===== config.mk =====
export PLATFORM = sky130hd
export DESIGN_NAME = cdc_wr_arbiter
export DESIGN_NICKNAME = d
export VERILOG_FILES = /design/src/rtl/cdc_arb_pkg.sv /design/src/rtl/rr_picker.sv /design/src/rtl/cdc_wr_arbiter.sv
export SDC_FILE = /design/constraint.sdc
export NUM_CORES = 1
export LEC_CHECK = 0
export CAP_MARGIN = 20
export CORE_ASPECT_RATIO = 1.2
export CORE_MARGIN = 2
export CORE_UTILIZATION = 33
export DETAILED_ROUTE_END_ITERATION = 12
export PLACE_DENSITY = 0.88
export SETUP_SLACK_MARGIN = 0.5
export SYNTH_ARGS = -nofsm -noshare
export SYNTH_HDL_FRONTEND = slang
export SYNTH_SLANG_ARGS = --single-unit

===== constraint.sdc =====
create_clock -name clk -period 3.55 [get_ports clk]
set_input_delay 0.71 -clock clk [delete_from_list [all_inputs] [get_ports clk]]
set_output_delay 0.71 -clock clk [all_outputs]
set_load 0.02 [all_outputs]

===== src/rtl/cdc_arb_pkg.sv =====
// Shared types and width helper for the async-FIFO write arbiter.
package cdc_arb_pkg;

  typedef enum logic [0:0] {
    ARB_IDLE  = 1'b0,
    ARB_GRANT = 1'b1
  } arb_state_t;

  // Bits needed to index n items; never less than one so 1-entry cases still get a port.
  function automatic int id_w(input int n);
    return (n <= 2) ? 1 : $clog2(n);
  endfunction

endpackage


===== src/rtl/rr_picker.sv =====
// Combinational round-robin search: first asserted request at or after i_start, wrapping.
module rr_picker #(
  parameter int N  = 4,
  parameter int IW = 2
) (
  input  logic [N-1:0]  i_req,
  input  logic [IW-1:0] i_start,
  output logic          o_found,
  output logic [IW-1:0] o_index
);

  logic [IW:0] w_sum;

  // Walk from the far end back towards i_start so the nearest hit is written last.
  always_comb begin
    o_found = 1'b0;
    o_index = '0;
    w_sum   = '0;
    for (int k = N - 1; k >= 0; k--) begin
      w_sum = {1'b0, i_start} + (IW + 1)'(k);
      if (w_sum >= (IW + 1)'(N)) begin
        w_sum = w_sum - (IW + 1)'(N);
      end
      if (i_req[w_sum[IW-1:0]]) begin
        o_found = 1'b1;
        o_index = w_sum[IW-1:0];
      end
    end
  end

endmodule


===== src/rtl/cdc_wr_arbiter.sv =====
// Round-robin arbiter funnelling NUM_REQ beat streams into one async-FIFO write port.
// A grant lasts one packet (capped at MAX_BURST beats) and is revoked after IDLE_TIMEOUT quiet cycles.
module cdc_wr_arbiter
  import cdc_arb_pkg::*;
#(
  parameter int NUM_REQ      = 4,
  parameter int DATA_WIDTH   = 32,
  parameter int MAX_BURST    = 16,
  parameter int IDLE_TIMEOUT = 64,
  localparam int ID_W        = id_w(NUM_REQ)
) (
  input  logic                           clk,
  input  logic                           rst,
  input  logic [NUM_REQ-1:0]             req_valid,
  input  logic [NUM_REQ-1:0]             req_last,
  input  logic [NUM_REQ*DATA_WIDTH-1:0]  req_data,
  output logic [NUM_REQ-1:0]             req_ready,
  output logic                           fifo_wr_en,
  output logic [ID_W+1+DATA_WIDTH-1:0]   fifo_wr_data,
  input  logic                           fifo_wr_full,
  output logic                           busy,
  output logic                           timeout_err
);

  localparam int BC_W = id_w(MAX_BURST);
  localparam int IC_W = id_w(IDLE_TIMEOUT);

  arb_state_t       r_state;
  logic [ID_W-1:0]  r_rr_ptr;
  logic [ID_W-1:0]  r_grant_id;
  logic [BC_W-1:0]  r_beat_cnt;
  logic [IC_W-1:0]  r_idle_cnt;
  logic             r_timeout;

  logic                  w_found;
  logic [ID_W-1:0]       w_pick;
  logic                  w_in_grant;
  logic                  w_gnt_vld;
  logic                  w_gnt_last;
  logic [DATA_WIDTH-1:0] w_gnt_data;
  logic                  w_xfer;
  logic                  w_eff_last;
  logic                  w_timeout_hit;
  logic [ID_W-1:0]       w_next_ptr;

  rr_picker #(
    .N  (NUM_REQ),
    .IW (ID_W)
  ) u_rr_picker (
    .i_req   (req_valid),
    .i_start (r_rr_ptr),
    .o_found (w_found),
    .o_index (w_pick)
  );

  // Everything visible is gated by rst so a mid-burst reset drops the grant immediately.
  assign w_in_grant    = (r_state == ARB_GRANT) & ~rst;
  assign w_gnt_vld     = req_valid[r_grant_id];
  assign w_gnt_last    = req_last[r_grant_id];
  assign w_gnt_data    = req_data[int'(r_grant_id) * DATA_WIDTH +: DATA_WIDTH];
  assign w_xfer        = w_in_grant & w_gnt_vld & ~fifo_wr_full;
  assign w_eff_last    = w_gnt_last | (r_beat_cnt == BC_W'(MAX_BURST - 1));
  assign w_timeout_hit = w_in_grant & ~w_gnt_vld & ~fifo_wr_full &
                         (r_idle_cnt == IC_W'(IDLE_TIMEOUT - 1));
  assign w_next_ptr    = (r_grant_id == ID_W'(NUM_REQ - 1)) ? '0 : r_grant_id + 1'b1;

  assign req_ready    = w_xfer ? (NUM_REQ'(1) << r_grant_id) : '0;
  assign fifo_wr_en   = w_xfer;
  assign fifo_wr_data = {r_grant_id, w_eff_last, w_gnt_data};
  assign busy         = w_in_grant;
  assign timeout_err  = r_timeout & ~rst;

  always_ff @(posedge clk) begin
    if (rst) begin
      r_state    <= ARB_IDLE;
      r_rr_ptr   <= '0;
      r_grant_id <= '0;
      r_beat_cnt <= '0;
      r_idle_cnt <= '0;
      r_timeout  <= 1'b0;
    end else begin
      r_timeout <= 1'b0;
      case (r_state)
        ARB_IDLE: begin
          if (w_found) begin
            r_grant_id <= w_pick;
            r_beat_cnt <= '0;
            r_idle_cnt <= '0;
            r_state    <= ARB_GRANT;
          end
        end
        ARB_GRANT: begin
          if (w_xfer) begin
            r_idle_cnt <= '0;
            if (w_eff_last) begin
              r_state  <= ARB_IDLE;
              r_rr_ptr <= w_next_ptr;
            end else begin
              r_beat_cnt <= r_beat_cnt + 1'b1;
            end
          end else if (w_gnt_vld) begin
            r_idle_cnt <= '0;
          end else if (!fifo_wr_full) begin
            // A full FIFO freezes the quiet-cycle count as well as the beat count.
            if (w_timeout_hit) begin
              r_timeout <= 1'b1;
              r_state   <= ARB_IDLE;
              r_rr_ptr  <= w_next_ptr;
            end else begin
              r_idle_cnt <= r_idle_cnt + 1'b1;
            end
          end
        end
        default: r_state <= ARB_IDLE;
      endcase
    end
  end

endmodule


==> results of run 1 <==
==> worst max-delay path, stage by stage <==
cell             delay (ns)
clkdlybuf4s50_1        0.49
mux4_2                 0.58
and2_2                 0.24
dlygate4sd2_1          0.32
==> final timing paths <==
| check | slack [ns] | from | endpoint | cells past startpoint |
|---|---|---|---|---|
| setup / recovery | 0.49 | req_valid[2] | fifo_wr_en | 4 |
| hold / removal | 0.48 | r_idle_cnt[4] | r_idle_cnt[4] | 2 |
| setup reg to reg | 1.45 | r_grant_id[1] | r_rr_ptr[1] | 5 |
| hold reg to reg | 0.48 | r_idle_cnt[4] | r_idle_cnt[4] | 2 |
==> synth_stat cells (all sizes together) (3+ instances only) <==
cell type / n / share of area
a211oi: 4 / 0.019
a21oi: 9 / 0.033
and3: 6 / 0.020
buf: 6 / 0.023
clkbuf: 5 / 0.010
dfxtp: 16 / 0.17
ha: 6 / 0.041
inv: 9 / 0.018
mux2i: 5 / 0.027
mux4: 34 / 0.42
nand3: 8 / 0.022
nand3b: 3 / 0.012
nor2: 6 / 0.012
nor2b: 4 / 0.014
o21ai: 5 / 0.014
==> where the power goes <==
part           switching (W)  internal (W)  leakage (nW)
sequential        0.00000857      0.000183         0.131
combinational       0.000162      0.000279          1.23
clock              0.0000641     0.0000984        0.0288
==> area by class of cell <==
class                   count  area share
multi-input cells         121       0.381
clock buffers               4      0.0145
flip-flops and latches     16      0.0859
well taps                  62      0.0205
inverters                   9     0.00892
repair buffers            187       0.489
==> logic make-up (layout without fill, tap and decap cells) <==
group | Yosys count | after routing | synth area share
mux | 41 | 42 | 0.462
buf+inv | 20 | 200 | 0.0512
flops | 16 | 16 | 0.175
simple gates | 41 | 41 | 0.143
fa+ha+maj | 6 | 6 | 0.0410
compound gates | 32 | 32 | 0.128
==> stage by stage <==
stage	cells	util
finish	399	0.710
global route	399	0.710
CTS	399	0.709
detailed placement	392	0.692
global placement	392	0.692
floorplan	156	-
==> registers in the layout (all words and copies together), names as in the netlist <==
register,flops
r_idle_cnt,6
r_beat_cnt,4
r_grant_id,2
r_rr_ptr,2
r_state,1
r_timeout,1
==> metal layers <==
layer  GRT usage  share of wire  wire [um]  vias up
li1            -              -          -     1014
met2       0.476           0.51       4330      142
met4       0.110          0.036        303        0
met3      0.0987           0.13       1090       24
met5           0              0          0        -
met1       0.313           0.33       2760     1095
==> repair_timing <==
| item | CTS | global route |
|---|---|---|
| endpoints found under the setup margin | 7 | 18 |
| resized for setup | 9 | 2 |
| setup buffers | 2 | 0 |
| gates cloned | 1 | 0 |
==> flow_metrics.py, run 1 <==
metrics = {
    "yosys": {
        "ys.flop_type": "dfxtp_1",
        "ys_ff_latch": 16,
        "ys_seq_area_frac": 0.175,
        "yosysWarnings": 0,
        "synth_cell_types": 46,
        "synth_edf_count": 0,
        "syn_area_per_cell_um2": 11.7,
        "synthArstFlopShare": 0,
        "syn_inst": 156,
        "syn_nets": 301,
        "synth_area_um2": 1830,
    },
    "die": {
        "io_pins": 181,
        "die_h_um": 85.6,
        "die_w_um": 72.0,
        "rows": 29,
        "start_util": 0.343,
        "die_area_um2": 6170,
        "core_area_um2": 5330,
    },
    "clock_network": {
        "clkSinkCount": 16,
        "holdBufCountCts": 0,
        "path_clk_slew_ns": 0.06,
        "htree_levels": 1,
        "cts-buffers-inserted": 3,
        "clock_latency_ns": 0.25,
        "clockBufferDepth": 2,
        "tritoncts": "built",
        "root_buffer": "clkbuf_8",
    },
    "global_routing": {
        "grt_max_degree": 39,
        "grt_use_total": 0.278,
        "antenna_found_initial": 0,
        "grt_pass1_wl_mm": 12.8,
        "grt_overflow": 0,
        "grt_pass1_vias": 2433,
    },
    "drt": {
        "drt-initial-drc-count": 173,
        "vias_per_cell": 5.70,
        "vias": 2275,
        "wl_per_cell_um": 21.2,
        "drc_errors": 0,
        "drt-total-wl_mm": 8.48,
        "postRouteAntennaNets": 0,
        "drt_pre_antenna_iters": 4,
    },
    "pwr": {
        "p_total_w": 0.000795,
        "p_leak_nw": 1.39,
        "power.density_nw_per_um2": 210,
        "peakVddDrop_uv": 114,
    },
    "run_status": {
        "status": "finished, final reports clean",
    },
    "timing": {
        "finClkSkew_ns": 0.00323,
        "tightest_slew_ns": 0.627,
        "worst_slack_ns": 0.486,
        "fin_crit_ns": 3.06,
        "fin_setup_tns_ns": 0,
        "fmax_ghz": 0.326,
        "max_slew_margin": 0.578,
        "post-route-period-util": 0.863,
        "hold_viol": 0,
        "setup_viol": 0,
        "holdWs_ns": 0.485,
        "rsz0062_at_grt": "yes",
        "final-max-slew-violation-count": 0,
    },
    "worst_setup_path": {
        "required_ns": 2.84,
        "end_kind": "output port",
        "start_kind": "primary input",
        "cp.arrival_ns": 2.35,
        "crit_fanout": 5,
        "crit_type": "primary input to output port",
    },
    "layout": {
        "drive_gt1_frac": 0.175,
        "fin_area_um2": 3790,
        "antennaDiodeCount": 0,
        "final_nets": 483,
        "ff_latch_area_um2": 325,
        "final_cell_mix": "171 x clkdlybuf4s50_1, 34 x mux4_2, 14 x dfxtp_1",
        "area_growth_pct": 107,
        "final_common_cell": "clkdlybuf4s50_1",
        "fill_cells": 377,
        "multi_input_area_um2": 1440,
    },
    "worst_hold_path": {
        "hold_path_class": "flop to flop",
    },
    "placed_design": {
        "globalplace.congestion": 0.829,
        "io_buffer_count": 180,
        "pre_cts_ws_ns": 0.180,
        "place_hpwl_mm": 6.95,
        "dpl-instance-area_um2": 3690,
    },
    "run": {
        "cap_violations": 0,
    },
}
(Power assumes the default switching activity.)
==> inputs of run 2 (changes only) <==
- CTS_BUF_LIST: unset -> sky130_fd_sc_hd__clkbuf_8
==> results of run 2 <==
No change in the layout: final DEF, timing and power equal those of run 1.
